==> config.mk <==
export PLATFORM = sky130hd
export DESIGN_NAME = reg_access_sched
export DESIGN_NICKNAME = d
export VERILOG_FILES = /design/src/rtl/reg_sched_pkg.sv /design/src/rtl/reg_access_sched_rr_pick.sv /design/src/rtl/reg_access_sched.sv
export SDC_FILE = /design/constraint.sdc
export NUM_CORES = 1
export LEC_CHECK = 0
export CAP_MARGIN = 40
export CORE_MARGIN = 2
export CORE_UTILIZATION = 38
export DETAILED_ROUTE_END_ITERATION = 8
export MAX_ROUTING_LAYER = met4
export PLACE_DENSITY_LB_ADDON = 0.05
export SLEW_MARGIN = 20
export SYNTH_ARGS = -nofsm -noshare
export SYNTH_HDL_FRONTEND = slang
export SYNTH_SLANG_ARGS = --single-unit
==> constraint.sdc <==
create_clock -name CLK -period 1.5 [get_ports CLK]
set_input_delay 0.3 -clock CLK [delete_from_list [all_inputs] [get_ports CLK]]
set_output_delay 0.3 -clock CLK [all_outputs]
set_load 0.02 [all_outputs]
==> src/rtl/reg_sched_pkg.sv <==
// reg_sched_pkg
// Shared types and defaults for the register access scheduler.
//   state_t      : scheduler FSM states (IDLE, ACCESS, DONE)
//   DEF_*        : default requester count, register count, address and data widths
//   REG_WRITE_N  : level of a per-register write strobe when writing
//   idx_width()  : width needed to hold a requester index (at least 1 bit)
package reg_sched_pkg;

  localparam int DEF_NREQ = 2;
  localparam int DEF_NREG = 4;
  localparam int DEF_AW   = 2;
  localparam int DEF_W    = 16;

  localparam logic REG_WRITE_N = 1'b0;

  typedef enum logic [1:0] {
    IDLE   = 2'd0,
    ACCESS = 2'd1,
    DONE   = 2'd2
  } state_t;

  function automatic int idx_width(input int n);
    return (n > 1) ? $clog2(n) : 1;
  endfunction

endpackage

==> src/rtl/reg_access_sched_rr_pick.sv <==
// rr_pick
// Combinational winner select for the register access scheduler.
// Configuration macro: REG_SCHED_FIXED_PRIO_EN
//   undefined : round-robin, first requester at or after ptr wins (with wrap)
//   defined   : fixed priority, lowest index wins; no ptr port
// Ports:
//   req   in  NREQ  request vector
//   ptr   in  IW    round-robin start position (round-robin build only)
//   idx   out IW    index of the winning requester
//   valid out 1     at least one request is pending
module rr_pick
  import reg_sched_pkg::*;
#(
  parameter int NREQ = DEF_NREQ,
  parameter int IW   = idx_width(NREQ)
) (
  input  logic [NREQ-1:0] req,
`ifndef REG_SCHED_FIXED_PRIO_EN
  input  logic [IW-1:0]   ptr,
`endif
  output logic [IW-1:0]   idx,
  output logic            valid
);

`ifdef REG_SCHED_FIXED_PRIO_EN

  // Scan from the top down so the lowest set index is the last one written.
  always_comb begin
    idx   = '0;
    valid = 1'b0;
    for (int i = NREQ - 1; i >= 0; i--) begin
      if (req[i]) begin
        idx   = IW'(i);
        valid = 1'b1;
      end
    end
  end

`else

  logic [NREQ-1:0] rot;
  int              off;

  // Rotate the request vector so position 0 is the requester at ptr, find the
  // closest set bit, then map the offset back to an absolute index.
  always_comb begin
    rot   = NREQ'({req, req} >> ptr);
    valid = 1'b0;
    off   = 0;
    for (int j = NREQ - 1; j >= 0; j--) begin
      if (rot[j]) begin
        valid = 1'b1;
        off   = j;
      end
    end
    idx = IW'((int'(ptr) + off) % NREQ);
  end

`endif

endmodule

==> src/rtl/reg_access_sched.sv <==
// reg_access_sched
// Shares a bank of registers between NREQ requesters. Each transaction takes
// IDLE -> ACCESS -> DONE; every output is driven straight from a flop.
// Configuration macro: REG_SCHED_FIXED_PRIO_EN (fixed priority instead of
// round-robin; the pointer register is then absent).
// Ports:
//   CLK        in   clock, rising edge
//   CLR        in   asynchronous reset, active high
//   req        in   NREQ     per-requester request, held until done
//   req_we     in   NREQ     1 = write, 0 = read
//   req_addr   in   NREQ*AW  register address, slice i for requester i
//   req_wdata  in   NREQ*W   write data, slice i for requester i
//   gnt        out  NREQ     one-hot grant during the access cycle
//   done       out  NREQ     one-cycle completion pulse
//   rdata      out  W        last read result
//   busy       out  1        high whenever not IDLE
//   reg_rw_n   out  NREG     per-register write strobe, low = write
//   reg_ea     out  NREG     per-register read enable onto reg_qa
//   reg_d      out  W        write data to the bank
//   reg_qa     in   W        shared read bus from the bank
module reg_access_sched
  import reg_sched_pkg::*;
#(
  parameter int NREQ = DEF_NREQ,
  parameter int NREG = DEF_NREG,
  parameter int AW   = DEF_AW,
  parameter int W    = DEF_W
) (
  input  logic              CLK,
  input  logic              CLR,
  input  logic [NREQ-1:0]   req,
  input  logic [NREQ-1:0]   req_we,
  input  logic [NREQ*AW-1:0] req_addr,
  input  logic [NREQ*W-1:0] req_wdata,
  output logic [NREQ-1:0]   gnt,
  output logic [NREQ-1:0]   done,
  output logic [W-1:0]      rdata,
  output logic              busy,
  output logic [NREG-1:0]   reg_rw_n,
  output logic [NREG-1:0]   reg_ea,
  output logic [W-1:0]      reg_d,
  input  logic [W-1:0]      reg_qa
);

  localparam int IW = idx_width(NREQ);

  state_t          state;
  logic [IW-1:0]   idx_q;
  logic            we_q;
  logic [AW-1:0]   addr_q;

  logic [IW-1:0]   win_idx;
  logic            win_valid;
  logic            win_we;
  logic [AW-1:0]   win_addr;
  logic [W-1:0]    win_wdata;
  logic [NREG-1:0] hot;

`ifndef REG_SCHED_FIXED_PRIO_EN
  logic [IW-1:0]   ptr;
`endif

  rr_pick #(
    .NREQ (NREQ),
    .IW   (IW)
  ) u_pick (
    .req   (req),
`ifndef REG_SCHED_FIXED_PRIO_EN
    .ptr   (ptr),
`endif
    .idx   (win_idx),
    .valid (win_valid)
  );

  assign win_we    = req_we[win_idx];
  assign win_addr  = req_addr[win_idx*AW +: AW];
  assign win_wdata = req_wdata[win_idx*W +: W];

  // One-hot register select for the winner; an address at or beyond NREG
  // matches no bit, so no strobe fires for it.
  always_comb begin
    hot = '0;
    for (int r = 0; r < NREG; r++) begin
      hot[r] = (int'(win_addr) == r);
    end
  end

  // Strobes and grant are loaded on the edge that enters ACCESS so they are
  // valid for exactly that cycle; the edge leaving ACCESS clears them and
  // raises done, so the bank write and the read capture share that edge.
  always_ff @(posedge CLK or posedge CLR) begin
    if (CLR) begin
      state    <= IDLE;
      idx_q    <= '0;
      we_q     <= 1'b0;
      addr_q   <= '0;
      rdata    <= '0;
      reg_d    <= '0;
      reg_rw_n <= {NREG{~REG_WRITE_N}};
      reg_ea   <= '0;
      gnt      <= '0;
      done     <= '0;
      busy     <= 1'b0;
`ifndef REG_SCHED_FIXED_PRIO_EN
      ptr      <= '0;
`endif
    end else begin
      case (state)
        IDLE: begin
          if (win_valid) begin
            idx_q  <= win_idx;
            we_q   <= win_we;
            addr_q <= win_addr;
            gnt    <= NREQ'(1) << win_idx;
            busy   <= 1'b1;
            if (win_we) begin
              for (int r = 0; r < NREG; r++) begin
                reg_rw_n[r] <= hot[r] ? REG_WRITE_N : ~REG_WRITE_N;
              end
              reg_d <= win_wdata;
            end else begin
              reg_ea <= hot;
            end
            state <= ACCESS;
          end
        end
        ACCESS: begin
          gnt      <= '0;
          reg_rw_n <= {NREG{~REG_WRITE_N}};
          reg_ea   <= '0;
          done     <= NREQ'(1) << idx_q;
          if (!we_q) begin
            // Nothing drives the bus for an unmapped address, so report zero.
            rdata <= (int'(addr_q) < NREG) ? reg_qa : '0;
          end
          state <= DONE;
        end
        DONE: begin
          done <= '0;
          busy <= 1'b0;
`ifndef REG_SCHED_FIXED_PRIO_EN
          ptr  <= (int'(idx_q) == NREQ - 1) ? '0 : idx_q + 1'b1;
`endif
          state <= IDLE;
        end
        default: begin
          state <= IDLE;
        end
      endcase
    end
  end

endmodule

-- After elaboration in Yosys (flattened, before gate mapping)
Cells that the tools add are included.
- word-level logic and storage cells: 64
- input bits: 58
- flip-flop bits (word level): 50
- output and inout bits: 45
- muxes and demuxes: 24
- shift-type cells: 5
- equality and inequality tests: 8
- bitwise logic cells: 1
- $lt $le $gt $ge: 1
- add/sub/neg operators: 2
- reductions and logical operators: 12
- operators by type and width (cell ; number):
    $shiftx A32 B6 Y16 ; 1
    $mux W4 ; 4
    $pmux W4 S2 ; 2
    $mux W1 ; 12
    $pmux W2 S2 ; 3
    $reduce_and A3 Y1 ; 3
    $reduce_and A2 Y1 ; 4
    $eq A2 B2 Y1 const B ; 3
    $reduce_bool A2 Y1 ; 3
    $eq A2 B1 Y1 const B ; 2
    $logic_not A2 Y1 ; 2
    $mux W2 ; 2
    $ne A2 B2 Y1 const B ; 2
    $shiftx A4 B3 Y2 ; 1
    $shl A1 B1 Y2 const A ; 2
    $shr A4 B1 Y2 ; 1
    $lt A1 B2 Y1 const B ; 1
    $ne A2 B1 Y1 const B ; 1
    $pmux W1 S2 ; 1
    $add A1 B1 Y1 ; 1
    $add A1 B1 Y1 const B ; 1
    $not A1 Y1 ; 1

-- Logic depth before layout (Yosys ltp)
Gate-level depths: netlist (run 1).
- depth after elaboration: 10
- mapped depth: 7
- mapped depth without buffers: 6

-- Modules after synthesis
Synthesis (run 1) repeated with hierarchy kept, for this count alone.
- cell total of the unflattened synthesis: 191
- area, all modules: 2290.9 sq um
- modules (own cells, without submodules) (module ; area each (sq um) ; cells an instance ; sequential area each (sq um) ; instances):
    reg_access_sched ; 2269.7 ; 188 ; 1256.2 ; 1
    rr_pick ; 21.3 ; 3 ; 0.0 ; 1

-- Worst setup path before layout (run 1)
OpenSTA, ideal clock, no wires.
- kind: reg-to-reg
- start: register state[1]
- end: register rdata[0]
- path buffers: 2
- arrival: 1.533 ns
- setup time: 0.125 ns
- setup slack: -0.158 ns
- clock period less this slack: 1.658 ns
- required time: 1.375 ns
- stages on the path, launching flop included: 7
- cell sequence: dfrtp_1 -> inv_1 -> ha_1 -> nor2b_1 -> clkbuf_1 -> buf_2 -> mux2_2
- word-level cells in the longest chain between the ends: 2
- ends and longest elaborated chain (item ; RTL line ; text):
    start, declared ; reg_access_sched.sv:47 ; state_t state;
    start signal, assigned ; reg_access_sched.sv:93 ; state <= IDLE;
    start signal, assigned ; reg_access_sched.sv:124 ; state <= ACCESS;
    start signal, assigned ; reg_access_sched.sv:136 ; state <= DONE;
    $eq A2 B1 Y1 ; reg_access_sched.sv:108 ; case (state)
    $reduce_and A2 Y1 (no source line) ; -- ;
    end signal, assigned ; reg_access_sched.sv:134 ; rdata <= (int'(addr_q) < NREG) ? reg_qa : '0;
    end, declared ; reg_access_sched.sv:37 ; output logic [W-1:0] rdata,
Every way passes these cells.
A chain may end at the register's enable or synchronous reset.

-- Worst setup path after layout (run 1)
- start: register state[0]
- end: register reg_d[6]
- word-level cells in the longest chain between the ends: 2
- ends and longest elaborated chain (item ; RTL line ; text):
    $logic_not A2 Y1 ; reg_access_sched.sv:108 ;
    $reduce_and A3 Y1 (no source line) ; -- ;
    end signal, assigned ; reg_access_sched.sv:120 ; reg_d <= win_wdata;
    end, declared ; reg_access_sched.sv:41 ; output logic [W-1:0] reg_d,
Every way passes these cells.

==> results.py, run 1 <==
metrics = {
    "placed_design": {
        "portBuffers": 102,
        "finalWeightedCongestion": 0.7828,
        "hpwl_mm": 4.219,
    },
    "die": {
        "ioPinCount": 103,
        "fp.dieH_microns": 82.20,
        "coreArea_sq_mm": 0.005921,
        "die_area_sq_mm": 0.006756,
        "start_util": 0.3924,
        "row_count": 28,
        "die_w_microns": 82.20,
    },
    "synth": {
        "synth.net_count": 262,
        "ys_types": 38,
        "synth_seq_area_share": 0.5407,
        "synth_enable_flop_cells": 0,
        "synth_async_sr_flop_share": 1.000,
        "yosysTopAreaCell": "dfrtp_1",
        "yosysWarnings": 0,
        "synth_cells": 201,
        "ys_ff_latch": 50,
        "synthFlopType": "dfrtp_1",
        "yosysTopAreaCellShare": 0.4954,
        "synth_area_sq_mm": 0.002323,
        "synthTopCellsByArea": "dfrtp_1 50%, mux2_2 9.2%, mux2i_1 8.6%",
        "avgSynthCellArea_sq_um": 11.56,
    },
    "clock_network": {
        "cts_tree": "yes",
        "clk_pin_slew_ns": 0.09,
        "clock-sinks": 50,
        "insertion_delay_ns": 0.30,
        "cts_htree_levels": 2,
        "cts_buffer_depth": 2,
        "cts-buffers-inserted": 5,
        "holdBufCountCts": 0,
        "clockRootBuffer": "clkbuf_8",
    },
    "status": {
        "violations": "negative setup slack",
        "status": "finished with violations",
    },
    "sta": {
        "clock.fmax_ghz": 0.6315,
        "hold_slack_ns": 0.2775,
        "report.final.slew_viol_count": 0,
        "final.min_clock_period_ns": 1.584,
        "finalHoldViolations": 0,
        "max-slew-margin-rel": 0.7809,
        "fin_worst_skew_ns": 0.005965,
        "finalCritPeriodShare": 1.056,
        "setup_viol": 29,
        "grt_setup_unrepaired": "true",
        "worst_pin_slew_ns": 0.3286,
        "setup_ws_ns": -0.08356,
    },
    "global_route": {
        "grt_first_pass_wirelength_mm": 9.294,
        "grt_pass1_vias": 1995,
        "grt_max_degree": 27,
        "track_usage": 0.1841,
        "antenna_found_initial": 0,
        "grt_overflow": 0,
    },
    "critical_path": {
        "slowest_delay_ns": 0.40,
        "start_kind": "flip-flop",
        "worstPathCellList": "inv_2 > ha_4 > nand2_4 > o32ai_4 > buf_4 > buf_8 > buf_16 > a21oi_1",
        "rrSetupSlack_ns": -0.08,
        "cp.arrival_ns": 1.78,
        "crit_path_start": "state[0]",
        "r2r_end": "reg_d[6]",
        "crit_path_end": "reg_d[6]",
        "r2r_start": "state[0]",
        "critPathMaxFanout": 7,
        "critPathKind": "flip-flop to flip-flop",
        "crit_path_end_kind": "flip-flop",
        "rr_worst_depth": 8,
        "crit_path_top_delay_cell": "dfrtp_1",
        "required_ns": 1.70,
    },
    "hold_path": {
        "hold_class": "input port to async pin",
    },
    "drt": {
        "drcViolationCount": 0,
        "drt_iter0_markers": 46,
        "firstDrtPassIters": 4,
        "vias": 2058,
        "ant_nets": 0,
        "post_drt_wl_per_cell_microns": 15.20,
        "viasPerCell": 4.959,
        "routed_wl_mm": 6.306,
    },
    "power": {
        "comb_power_share": 0.593,
        "switching_share": 0.3881,
        "powerDensity_mw_per_mm2": 2005,
        "power.leakage_nw": 1.872,
        "p_sw_w": 0.003218,
        "p_int_w": 0.005072,
        "power_frac_seq": 0.298,
        "clkPwrFrac": 0.109,
        "ir_drop_mv": 0.9216,
    },
    "finish": {
        "layout-drive-gt1-share": 0.3176,
        "nNetsFinal": 400,
        "postLayoutCoreUtil": 0.6984,
        "fillers": 454,
        "syn2layout_area_growth_pct": 77.98,
        "antenna_cells": 0,
    },
    "run": {
        "maxCapViolCount": 0,
    },
}
## cell usage in the layout (no fill, tap or decap), drive strengths merged
cell / n
a21bo: 1
a21boi: 1
a21o: 2
a21oi: 20
a31oi: 5
and2: 1
and3b: 1
buf: 37
bufbuf: 1
clkbuf: 11
clkdlybuf4s15: 2
clkdlybuf4s50: 55
dfrtp: 46
dfstp: 4
dlygate4sd2: 43
ha: 3
inv: 6
mux2: 20
mux2i: 20
nand2: 7
nand2b: 2
nand3b: 1
nand4b: 1
nor2: 22
nor2b: 7
nor3: 4
o211ai: 4
o21a: 1
o21ai: 6
o31ai: 2
o32a: 1
o32ai: 1
o41ai: 1
or2: 1
## critical path: cells and delay by family, from the launching register on
family          cells  cell delay [ns]
flops               1             0.40
fa+ha+maj           1             0.17
buf+inv             4             0.50
simple gates        1             0.05
compound gates      2             0.37
## registers in the layout, summed over array words and instances, names as in the netlist
signal	cells
gnt	2
state	2
ptr	1
we_q	1
rdata	16
reg_ea	4
idx_q	1
reg_d	16
done	2
reg_rw_n	4
busy	1
## cells in the mapped netlist (4+ instances only)
master	count
inv_1	6
a21oi_1	20
o21ai_0	4
nor3_1	4
nor2_1	22
nand2_1	7
nor2b_1	6
o211ai_1	4
dfstp_2	4
mux2_2	19
a31oi_1	5
mux2i_1	20
dfrtp_1	46
## how the worst min path moves through the flow
stage / to / cells past startpoint
global placement: we_q / 1
global route: reg_d[7] / 2
detailed placement: we_q / 1
CTS: reg_d[7] / 2
finish: reg_d[7] / 2
floorplan: we_q / 1
## per-layer routing
layer	vias up	wire length [microns]	global-route usage
li1	993	-	-
met4	0	89	0.05000
met3	8	368	0.03696
met5	-	0	-
met2	65	3066	0.2952
met1	992	2781	0.2387
## stage by stage
stage / worst slack [ns] / instances / instance area (sq um) / TNS [ns] / total power [W]
final: -0.08356 / 415 / 4135 / -1.551 / 0.008290
after global placement: -0.4414 / 390 / 3626 / -11.87 / 0.006744
after global routing: -0.1542 / 415 / 4135 / -4.061 / 0.008813
after CTS: -0.06270 / 411 / 3981 / -0.8728 / 0.007882
after detailed placement: -0.4750 / 390 / 3626 / -12.60 / 0.006813
after floorplan: 0.005449 / 201 / 2332 / 0 / 0.004783
## power groups by stage
| stage | clock network [W] | registers (W) | logic (W) |
|---|---|---|---|
| finish | 0.000903 | 0.00247 | 0.00492 |
| global route | 0.000989 | 0.00256 | 0.00526 |
| CTS | 0.000920 | 0.00241 | 0.00455 |
| detailed placement | 0 | 0.00244 | 0.00437 |
| global placement | 0 | 0.00243 | 0.00431 |
| floorplan | 0 | 0.00317 | 0.00161 |
## timing repair
| item | in CTS | in global routing |
|---|---|---|
| cloned | 4 | 1 |
| pin swaps | 5 | 3 |
| endpoints found under the setup margin | 88 | 47 |
| buffers inserted | 9 | 4 |
| gates resized for setup | 78 | 35 |
## final cells by class
class                      instances  area, sq um  area share
inverter                           6        22.52    0.005446
tap                               75        93.84     0.02269
timing repair buffer             141         1466      0.3546
sequential                        50         1257      0.3041
clock buffer                       8        110.1     0.02663
multi-input combinational        135         1185      0.2865
## cells by family (layout without fill, tap and decap cells)
kind of cell               Yosys count  in the layout  synth area share
DFF                                 50             50            0.5407
and+or+nand+nor                     47             47            0.1002
AOI/OAI and AO/OA                   45             45            0.1212
muxes                               40             40            0.1847
buffers and inverters               16            155           0.03715
adders and majority gates            3              3           0.01616
No activity file was read; power rests on OpenSTA's default activity.
==> inputs of run 2 (changes only) <==
--- a/config.mk
+++ b/config.mk
@@ -7,7 +7,7 @@
 export LEC_CHECK = 0
 export CAP_MARGIN = 40
 export CORE_MARGIN = 2
-export CORE_UTILIZATION = 38
+export CORE_UTILIZATION = 42
 export DETAILED_ROUTE_END_ITERATION = 8
 export MAX_ROUTING_LAYER = met4
 export PLACE_DENSITY_LB_ADDON = 0.05
==> constraint.sdc (replaced) <==
create_clock -name CLK -period 1.8 [get_ports CLK]
set_input_delay 0.36 -clock CLK [delete_from_list [all_inputs] [get_ports CLK]]
set_output_delay 0.36 -clock CLK [all_outputs]
set_load 0.02 [all_outputs]
==> run 2 against run 1 <==
  * Core utilization fell by 2.4 points
  * Final area fell by 11%
  * Sequential share of layout area rose by 3.8 points
  * Largest power group unchanged
  * The run now ends clean
  * Critical path type is now input port to flip-flop
  * Routed wire length fell by 13%
  * Clock power fell by 26%
==> results.py, run 2 (synthesis gave the netlist of run 1 again) <==
metrics = {
    "finish": {
        "multi_input_comb_area_sq_um": 994.7,
        "final-seq-area_sq_mm": 0.001256,
        "reg.largest.list": "rdata: 16 flops, reg_d: 16 flops",
        "layout-drive-gt1-share": 0.1807,
        "layout_commonest_cell": "clkdlybuf4s50_1",
        "postLayoutCellArea_sq_mm": 0.003670,
        "antenna_cells": 0,
        "postLayoutCoreUtil": 0.6747,
        "nNetsFinal": 381,
        "syn2layout_area_growth_pct": 57.94,
        "fillers": 434,
        "layout_common_cells": "98 x clkdlybuf4s50_1, 46 x dfrtp_1, 22 x nor2_1",
    },
    "sta": {
        "setup_viol": 0,
        "max-slew-margin-rel": 0.7130,
        "worst_pin_slew_ns": 0.4299,
        "finalHoldViolations": 0,
        "report.final.slew_viol_count": 0,
        "fin_worst_skew_ns": 0.004573,
        "fin_tns_setup_ns": 0,
        "clock.fmax_ghz": 0.5964,
        "hold_slack_ns": 0.3948,
        "finalCritPeriodShare": 0.9316,
        "final.min_clock_period_ns": 1.677,
    },
    "run": {
        "maxCapViolCount": 0,
    },
    "clock_network": {
        "cts_buffer_depth": 2,
        "cts_tree": "yes",
        "clockRootBuffer": "clkbuf_8",
        "clock-sinks": 50,
        "clk_pin_slew_ns": 0.09,
        "cts-buffers-inserted": 5,
        "cts_htree_levels": 2,
        "insertion_delay_ns": 0.30,
        "holdBufCountCts": 0,
    },
    "critical_path": {
        "r2r_end": "reg_rw_n[1]",
        "crit_path_top_delay_cell": "clkdlybuf4s50_1",
        "cp.arrival_ns": 1.90,
        "critPathBufInv": 3,
        "rr_worst_depth": 8,
        "crit_path_start": "req[0]",
        "required_ns": 2.02,
        "r2r_start": "state[0]",
        "rrSetupSlack_ns": 0.13,
        "crit_path_end_kind": "flip-flop",
        "worstPathCellList": "clkdlybuf4s50_1 > nor2b_1 > o32ai_4 > buf_12 > buf_4 > nor3_1 > a31oi_1",
        "critPathKind": "input port to flip-flop",
        "crit_family": "buffers and inverters",
        "start_kind": "input port",
        "slowest_delay_ns": 0.55,
        "critPathMaxFanout": 7,
    },
    "placed_design": {
        "portBuffers": 102,
        "finalWeightedCongestion": 0.7900,
        "place_area_sq_mm": 0.003535,
        "hpwl_mm": 4.213,
    },
    "drt": {
        "firstDrtPassIters": 4,
        "post_drt_wl_per_cell_microns": 13.94,
        "ant_nets": 0,
        "routed_wl_mm": 5.479,
        "vias": 1944,
        "viasPerCell": 4.947,
        "drt_iter0_markers": 93,
        "drcViolationCount": 0,
    },
    "global_route": {
        "grt_max_degree": 27,
        "antenna_found_initial": 0,
        "grt_pass1_vias": 1901,
        "track_usage": 0.1895,
        "grt_first_pass_wirelength_mm": 9.073,
        "grt_overflow": 0,
    },
    "die": {
        "die_area_sq_mm": 0.006143,
        "ioPinCount": 103,
        "start_util": 0.4272,
        "row_count": 27,
        "fp.dieH_microns": 78.38,
        "coreArea_sq_mm": 0.005439,
        "die_w_microns": 78.38,
    },
    "status": {
        "status": "completed",
    },
    "hold_path": {
        "hold_class": "input port to async pin",
    },
    "power": {
        "power.leakage_nw": 1.578,
        "powerDensity_mw_per_mm2": 1683,
        "ir_drop_mv": 0.9782,
        "total_power_w": 0.006175,
    },
}
-- run 2: cell count changes in the layout (fill, tap and decap cells not counted), moves of 5 or more --
cell	change
a21oi_2	-5
nor2_4	-5
a21oi_1	+5
buf_4	-7
clkdlybuf4s50_1	+43
nor2_1	+6
mux2_2	+7
mux2_4	-7
dlygate4sd2_1	-39
nor2b_1	+5
-- run 2: metal layers --
metal  wire [microns]  GRT usage
met5                0          -
met4               46    0.04211
met3              310    0.03908
met2             2484     0.2905
met1             2637     0.2628
-- run 2: stage by stage --
stage / worst slack [ns] / instances
floorplan: 0.1423 / 201
global placement: -0.1655 / 382
detailed placement: -0.2137 / 382
CTS: 0.07384 / 390
global route: -0.004787 / 393
finish: 0.1232 / 393
-- run 2: layout make-up --
class / instances / area share
clock buffer: 7 / 0.02353
clock inverter: 1 / 0.001364
inverter: 6 / 0.006137
multi-input combinational: 135 / 0.2711
sequential: 50 / 0.3423
tap: 72 / 0.02455
timing repair buffer: 122 / 0.3311
-- run 2: how the worst max path moves through the flow --
stage                        to  slack (ns)  cells past startpoint
floorplan              rdata[0]        0.14                      6
global placement       reg_d[7]       -0.17                      6
detailed placement     reg_d[7]       -0.21                      6
CTS                    reg_d[7]        0.07                      7
global route           reg_d[0]      -0.005                      8
finish              reg_rw_n[1]        0.12                      7
-- run 2: power breakdown --
group          internal [W]  total [W]  switching (W)
Sequential          0.00172    0.00202       0.000307
Clock              0.000311   0.000664       0.000353
Combinational       0.00180    0.00349        0.00169
Total               0.00382    0.00617        0.00235
-- run 2: what timing repair did --
| item | 4_1_cts | 5_1_grt |
|---|---|---|
| pin swaps | 0 | 1 |
| resized for setup | 4 | 5 |
| setup buffers | 0 | 2 |
| gates cloned | 0 | 1 |
| setup endpoints to repair | 4 | 13 |
